==> src/rtl/ifetch_queue_pkg.sv <==
// Shared fetch-side definitions: reset PC, fetch FSM encoding and queue entry layout.
package ifetch_queue_pkg;

  localparam int          IFQ_AW       = 32;
  localparam logic [31:0] IFQ_RESET_PC = 32'h0000_3000;

  typedef enum logic [1:0] {
    IFQ_IDLE = 2'd0,
    IFQ_WAIT = 2'd1,
    IFQ_DROP = 2'd2
  } ifq_state_e;

  typedef struct packed {
    logic [31:0]        instr;
    logic [IFQ_AW-1:0]  pc;
  } ifq_entry_t;

  // Adds two counts without wrapping; sticks at all-ones.
  function automatic logic [31:0] sat_add32(logic [31:0] a, logic [31:0] b);
    logic [32:0] sum;
    sum = {1'b0, a} + {1'b0, b};
    return sum[32] ? '1 : sum[31:0];
  endfunction

endpackage

==> src/rtl/ifetch_queue_if.sv <==
// Fetch bundle: PC/Bubble handshake, instruction-memory port and ID-stage queue head.
interface ifetch_queue_if #(
  parameter int AW = 32
);
  logic [AW-1:0] PC;
  logic          Bubble;
  logic          Flush;
  logic          Imem_Req;
  logic [AW-1:0] Imem_Addr;
  logic          Imem_Gnt;
  logic          Imem_Rvalid;
  logic [31:0]   Imem_Rdata;
  logic          ID_Valid;
  logic          ID_Ready;
  logic [31:0]   ID_Instr;
  logic [AW-1:0] ID_PC;

  modport master (
    input  PC, Flush, Imem_Gnt, Imem_Rvalid, Imem_Rdata, ID_Ready,
    output Bubble, Imem_Req, Imem_Addr, ID_Valid, ID_Instr, ID_PC
  );

  modport slave (
    output PC, Flush, Imem_Gnt, Imem_Rvalid, Imem_Rdata, ID_Ready,
    input  Bubble, Imem_Req, Imem_Addr, ID_Valid, ID_Instr, ID_PC
  );
endinterface

==> src/rtl/ifetch_queue_fifo.sv <==
// ifq_fifo: DEPTH-entry synchronous FIFO with clear, occupancy count and combinational head.
module ifq_fifo #(
  parameter int DEPTH = 4,
  parameter int W     = 64
) (
  input  logic                       clk_i,
  input  logic                       srst_i,
  input  logic                       clr_i,
  input  logic                       push_i,
  input  logic                       pop_i,
  input  logic [W-1:0]               wdata_i,
  output logic [$clog2(DEPTH+1)-1:0] count_o,
  output logic                       empty_o,
  output logic [W-1:0]               head_o
);
  localparam int PW = $clog2(DEPTH);
  localparam int CW = $clog2(DEPTH+1);

  logic [W-1:0]  mem_q [DEPTH];
  logic [PW-1:0] wr_ptr_q, rd_ptr_q;
  logic [CW-1:0] count_q;
  logic          pop_en, push_en;

  assign pop_en  = pop_i && (count_q != '0);
  assign push_en = push_i && ((count_q != CW'(DEPTH)) || pop_en);

  // DEPTH is a power of two, so the pointers wrap by plain overflow.
  always_ff @(posedge clk_i) begin
    if (srst_i || clr_i) begin
      wr_ptr_q <= '0;
      rd_ptr_q <= '0;
      count_q  <= '0;
    end else begin
      if (push_en) wr_ptr_q <= wr_ptr_q + PW'(1);
      if (pop_en)  rd_ptr_q <= rd_ptr_q + PW'(1);
      if (push_en && !pop_en)      count_q <= count_q + CW'(1);
      else if (pop_en && !push_en) count_q <= count_q - CW'(1);
    end
  end

  always_ff @(posedge clk_i) begin
    if (push_en && !srst_i && !clr_i) mem_q[wr_ptr_q] <= wdata_i;
  end

  assign count_o = count_q;
  assign empty_o = (count_q == '0);
  assign head_o  = mem_q[rd_ptr_q];
endmodule

==> src/rtl/ifetch_queue.sv <==
// Instruction fetch queue: one outstanding imem request, credit-gated into a DEPTH FIFO.
// Optional IFETCH_PERF_CNT_EN adds saturating fetched/dropped/stall counters.
module ifetch_queue
  import ifetch_queue_pkg::*;
#(
  parameter int            DEPTH    = 4,
  parameter int            AW       = IFQ_AW,
  parameter logic [AW-1:0] RESET_PC = AW'(IFQ_RESET_PC)
) (
  input  logic          Clk,
  input  logic          Reset,
`ifdef IFETCH_PERF_CNT_EN
  output logic [31:0]   Perf_Fetched,
  output logic [31:0]   Perf_Dropped,
  output logic [31:0]   Perf_Stall,
`endif
  ifetch_queue_if.master bus
);
  localparam int CW = $clog2(DEPTH+1);

  ifq_state_e    state_q, state_d;
  logic [AW-1:0] req_pc_q, req_pc_d;
  logic          req, push, pop;
  logic [CW-1:0] count;
  logic          empty;
  ifq_entry_t    push_entry, head_entry;

  always_ff @(posedge Clk) begin
    if (Reset) begin
      state_q  <= IFQ_IDLE;
      req_pc_q <= RESET_PC;
    end else begin
      state_q  <= state_d;
      req_pc_q <= req_pc_d;
    end
  end

  // With at most one request in flight, count < DEPTH guarantees the response a slot.
  always_comb begin
    state_d  = state_q;
    req_pc_d = req_pc_q;
    req      = 1'b0;
    push     = 1'b0;
    case (state_q)
      IFQ_IDLE: begin
        req = !Reset && !bus.Flush && (count < CW'(DEPTH));
        if (req && bus.Imem_Gnt) begin
          req_pc_d = bus.PC;
          state_d  = IFQ_WAIT;
        end
      end
      IFQ_WAIT: begin
        if (bus.Flush) begin
          state_d = bus.Imem_Rvalid ? IFQ_IDLE : IFQ_DROP;
        end else if (bus.Imem_Rvalid) begin
          push    = 1'b1;
          state_d = IFQ_IDLE;
        end
      end
      IFQ_DROP: begin
        if (bus.Imem_Rvalid) state_d = IFQ_IDLE;
      end
      default: state_d = IFQ_IDLE;
    endcase
  end

  assign pop = !bus.Flush && bus.ID_Ready && !empty;

  always_comb begin
    push_entry       = '0;
    push_entry.instr = bus.Imem_Rdata;
    push_entry.pc    = IFQ_AW'(req_pc_q);
  end

  ifq_fifo #(
    .DEPTH (DEPTH),
    .W     ($bits(ifq_entry_t))
  ) u_fifo (
    .clk_i   (Clk),
    .srst_i  (Reset),
    .clr_i   (bus.Flush),
    .push_i  (push),
    .pop_i   (pop),
    .wdata_i (push_entry),
    .count_o (count),
    .empty_o (empty),
    .head_o  (head_entry)
  );

  assign bus.Imem_Req  = req;
  assign bus.Imem_Addr = bus.PC;
  assign bus.Bubble    = !(req && bus.Imem_Gnt);
  assign bus.ID_Valid  = !empty;
  assign bus.ID_Instr  = empty ? 32'h0 : head_entry.instr;
  assign bus.ID_PC     = empty ? RESET_PC : head_entry.pc[AW-1:0];

`ifdef IFETCH_PERF_CNT_EN
  logic [31:0] fetched_q, dropped_q, stall_q;
  logic [31:0] drop_amt;

  // A flush in WAIT loses the in-flight word too; DROP's word was already counted.
  assign drop_amt = bus.Flush ? (32'(count) + 32'(state_q == IFQ_WAIT)) : 32'h0;

  always_ff @(posedge Clk) begin
    if (Reset) begin
      fetched_q <= '0;
      dropped_q <= '0;
      stall_q   <= '0;
    end else begin
      fetched_q <= sat_add32(fetched_q, 32'(push));
      dropped_q <= sat_add32(dropped_q, drop_amt);
      stall_q   <= sat_add32(stall_q, 32'(bus.Bubble && !bus.Flush));
    end
  end

  assign Perf_Fetched = fetched_q;
  assign Perf_Dropped = dropped_q;
  assign Perf_Stall   = stall_q;
`endif
endmodule

==> src/flat_wrapper.sv <==
// flat-port wrapper written by rule: the top's interface ports become plain ports
module ifetch_queue_flat import ifetch_queue_pkg::*;
#(
  parameter int            DEPTH    = 4,
  parameter int            AW       = IFQ_AW,
  parameter logic [AW-1:0] RESET_PC = AW'(IFQ_RESET_PC)
)
  (Clk, Reset, bus_PC, bus_Flush, bus_Imem_Gnt, bus_Imem_Rvalid, bus_Imem_Rdata, bus_ID_Ready, bus_Bubble, bus_Imem_Req, bus_Imem_Addr, bus_ID_Valid, bus_ID_Instr, bus_ID_PC);
  ifetch_queue_if #(.AW(AW)) bus_i ();
  input  logic Clk;
  input  logic Reset;
  input wire logic [$bits(bus_i.PC)-1:0] bus_PC;
  input wire logic [$bits(bus_i.Flush)-1:0] bus_Flush;
  input wire logic [$bits(bus_i.Imem_Gnt)-1:0] bus_Imem_Gnt;
  input wire logic [$bits(bus_i.Imem_Rvalid)-1:0] bus_Imem_Rvalid;
  input wire logic [$bits(bus_i.Imem_Rdata)-1:0] bus_Imem_Rdata;
  input wire logic [$bits(bus_i.ID_Ready)-1:0] bus_ID_Ready;
  output wire logic [$bits(bus_i.Bubble)-1:0] bus_Bubble;
  output wire logic [$bits(bus_i.Imem_Req)-1:0] bus_Imem_Req;
  output wire logic [$bits(bus_i.Imem_Addr)-1:0] bus_Imem_Addr;
  output wire logic [$bits(bus_i.ID_Valid)-1:0] bus_ID_Valid;
  output wire logic [$bits(bus_i.ID_Instr)-1:0] bus_ID_Instr;
  output wire logic [$bits(bus_i.ID_PC)-1:0] bus_ID_PC;
  assign bus_i.PC = bus_PC;
  assign bus_i.Flush = bus_Flush;
  assign bus_i.Imem_Gnt = bus_Imem_Gnt;
  assign bus_i.Imem_Rvalid = bus_Imem_Rvalid;
  assign bus_i.Imem_Rdata = bus_Imem_Rdata;
  assign bus_i.ID_Ready = bus_ID_Ready;
  assign bus_Bubble = bus_i.Bubble;
  assign bus_Imem_Req = bus_i.Imem_Req;
  assign bus_Imem_Addr = bus_i.Imem_Addr;
  assign bus_ID_Valid = bus_i.ID_Valid;
  assign bus_ID_Instr = bus_i.ID_Instr;
  assign bus_ID_PC = bus_i.ID_PC;
  ifetch_queue #(.DEPTH(DEPTH), .AW(AW), .RESET_PC(RESET_PC)) u_core (.Clk(Clk), .Reset(Reset), .bus(bus_i));
endmodule
==> config.mk <==
export PLATFORM = sky130hd
export DESIGN_NAME = ifetch_queue_flat
export DESIGN_NICKNAME = d
export VERILOG_FILES = /design/src/rtl/ifetch_queue_pkg.sv /design/src/rtl/ifetch_queue_if.sv /design/src/rtl/ifetch_queue_fifo.sv /design/src/rtl/ifetch_queue.sv /design/src/flat_wrapper.sv
export SDC_FILE = /design/constraint.sdc
export NUM_CORES = 1
export LEC_CHECK = 0
export BUFFER_PORTS_ARGS = -buffer_cell sky130_fd_sc_hd__buf_2
export CORE_AREA = 2 2 188 190
export CTS_BUF_LIST = sky130_fd_sc_hd__clkbuf_16
export CTS_CLUSTER_SIZE = 10
export DETAILED_ROUTE_END_ITERATION = 10
export DIE_AREA = 0 0 190 192
export SLEW_MARGIN = 40
export SYNTH_ARGS = -nofsm -noshare
export SYNTH_HDL_FRONTEND = slang
export SYNTH_SLANG_ARGS = --single-unit
==> constraint.sdc <==
create_clock -name Clk -period 4.95 [get_ports Clk]
set_input_delay 0.99 -clock Clk [delete_from_list [all_inputs] [get_ports Clk]]
set_output_delay 0.99 -clock Clk [all_outputs]
set_load 0.05 [all_outputs]
==> impl_results.md <==
* Status: complete, no violations
* Placed cells at 1,216
* Hold Path Class: register to register
* # DRC at 0
* Fmax at 0.2676 GHz
* Crit end category: primary output
* Root buf cell: clkbuf_16
* Wire length per cell at 19.90 um
* P&R area growth vs syn at 17.93%
* Critical path class: register to primary output
* Mapped Nets at 722
* Leakage at 4.904 nW
* Synth area leaders: edfxtp_1 65%, mux4_2 12%, dfxtp_1 7.2%
* Final setup viols at 0
* Clk slew on worst S/H paths at 0.05 ns
* Setup tns final at 0 ns
* CTS tree: done
* Worst Path Buf+Inv at 2
* Fill cell count at 3,114
* Post-synthesis sequential area ratio at 0.7179
* Power share of the clock group at 0.430
* WP depth at 4
* Total die area at 36,480 um^2
* Flop pwr share at 0.526
* Slew at the pin closest to its max-slew limit at 0.8442 ns
* Net Sw Frac at 0.2112
* Worst-case clock buffer depth at 3
* Ys flop type: edfxtp_1
* Reg2reg start: u_core.state_q[1]
* Gate power share at 0.044
* Yosys top cell by area: edfxtp_1
* Crit path to: bus_ID_PC[30]
* Hold-fix buffers, CTS at 0
* Cells after Synth at 646
* Largest net degree at the start of global routing at 49
* Routability cong. at 0.7448
* Core area at 34,290 um^2
* CTS Sinks at 299
* EDFF count, synth at 256
* CP max stage cell: dfxtp_4
* Remaining global-route overflow at 0
* Crit path cell chain: buf_4, mux4_2, and2_1, buf_2
* R2R Path End: u_core.u_fifo.count_o[2]
* Largest stage delay, worst path at 0.74 ns
* Cts bufs inserted at 36
* Period utilization at 0.7550
* Layout cells sized above 1 at 0.4081
* Hold Violations, Final at 0
* Post-DP HPWL at 15.17 mm
* IO buf count at 168
* RSZ-0062 raised after global routing: no
* Setup bufs post-CTS at 0
* R2R cell count at 8
* Worst skew pair latency at 0.50 ns
* Psw at 0.001104 W
* Multi-input logic area at 2858 um^2
* First-pass iteration count of the detailed router at 4
* # IOs at 169
* Clock skew at 0.01065 ns
* Post-CTS Resized at 0
* Maxcap violations at 0
* Top-count cell post-synth: edfxtp_1
* Non-filler cells, final at 1,272
* Synth top area share at 0.6456
* Synthesized area at 11,910 um^2
* Vias per std cell at 4.870
* Data arrival, critical path at 2.75 ns
* Initial antenna violation count at 1
* Ys async rst share at 0
* Crit-path max FO at 28
* Iteration-0 DRC Markers at 274
* Slew Limit Fails at 0
* Worst path required time at 3.96 ns
* Crit path time final at 3.737 ns
* Synthesis warning total at 0
* Rel. slew slack at 0.4372
* Mapped Avg Cell Area at 18.43 um^2
* Largest delay contributor family on the critical path: flip-flops
* First-pass GRT wire length at 38.37 mm
* Aggregate routed wire length at 25.31 mm
* PwrDens at 372.4 nW/um^2
* Antenna-violating nets left at 0
* Commonest cells post-synth: 256 x edfxtp_1, 64 x mux4_2, 62 x and2_1
* #FFs+latches synth at 299
* Netlist cell types at 39
* Crit path launch type: register
* Sequential Area at 8556 um^2
* Worst-case vdd ir drop at 0.2270 mV
* Die W at 190 um
* Vias in the first global route at 6,485
* Row count at 68
* NumNets Final at 877
* Initial Utilization at 0.3472
* GRT Total Usage at 0.1394
* Htree depth at 2
* Vert. Die Dim at 192 um
* Cell-internal power at 0.004125 W
* Flop-to-flop setup slack at 2.50 ns
* Vias at 6,195
[power groups by stage]
stage / clock [W] / sequential (W) / combinational [W]
after floorplan: 0 / 0.00280 / 0.000170
after global placement: 0 / 0.00280 / 0.000227
after detailed placement: 0 / 0.00280 / 0.000234
after CTS: 0.00233 / 0.00275 / 0.000234
after global routing: 0.00241 / 0.00275 / 0.000246
final: 0.00225 / 0.00275 / 0.000230
[metrics by stage]
step	hold WS [ns]	power (W)	area (um^2)	setup WS (ns)	util
after floorplan	0.4591	0.002969	11910	1.359	-
after global placement	0.4760	0.003029	12940	1.584	0.3774
after detailed placement	0.4791	0.003037	13010	1.546	0.3794
after CTS	0.4874	0.005312	14000	1.106	0.4083
after global routing	0.5058	0.005409	14040	1.028	0.4094
final	0.4832	0.005229	14040	1.213	0.4095
[layer usage]
layer | GRT usage | routed length (um)
met5 | 0 | 13
met4 | 0.03995 | 551
met3 | 0.02796 | 1497
met2 | 0.2298 | 11950
met1 | 0.1876 | 11290
[flip-flops by register name, summed over array words and instances, names as in the netlist, named ones only]
| register | flops |
|---|---|
| u_core.req_pc_q | 32 |
| u_core.state_q | 2 |
| u_core.u_fifo.count_o | 3 |
| u_core.u_fifo.mem_q | 256 |
| u_core.u_fifo.rd_ptr_q | 2 |
| u_core.u_fifo.wr_ptr_q | 2 |
[cell families after synthesis]
| group | Yosys count | synth area share |
|---|---|---|
| AOI/OAI and AO/OA | 72 | 0.04109 |
| xor gates and xnor gates | 3 | 0.002207 |
| adders and majority gates | 6 | 0.006936 |
| buffers and inverters | 74 | 0.04414 |
| DFF | 299 | 0.7179 |
| muxes | 65 | 0.1219 |
| and+or+nand+nor | 127 | 0.06578 |
[layout make-up]
type	count	share of cell area
diodes	1	0.0001782
clock buffers	37	0.06594
clock inverters	16	0.004456
inverters	5	0.001515
multi-input cells	273	0.2035
flip-flops and latches	299	0.6093
well taps	455	0.04055
repair buffers	186	0.07450
[worst min-delay path by stage]
stage,startpoint,to,slack [ns],cells after the start
5_1_grt,u_core.u_fifo.rd_ptr_q[1],register,0.51,2
2_1_floorplan,u_core.u_fifo.rd_ptr_q[1],register,0.46,2
3_3_place_gp,u_core.u_fifo.rd_ptr_q[1],register,0.48,2
4_1_cts,u_core.u_fifo.rd_ptr_q[1],register,0.49,2
3_5_place_dp,u_core.u_fifo.rd_ptr_q[1],register,0.48,2
6_report,u_core.u_fifo.rd_ptr_q[1],register,0.48,2
[cell usage in the layout, fill, tap and decap left out, types with 5 or more instances in the layout]
cell         n
buf_2      168
ha_1         5
dfxtp_1     41
nor2_1       6
edfxtp_1   256
o21ai_2     30
mux4_2      64
nand3_1     31
clkbuf_16   37
a21oi_1     34
and2_1      62
buf_4       13
inv_1       17
[tightest hold or removal path, cell delays in order, from the launching register on]
cell and delay, ns:
dfxtp_1 0.30, o21ai_0 0.06, a21oi_1 0.07
(Power assumes the default switching activity.)
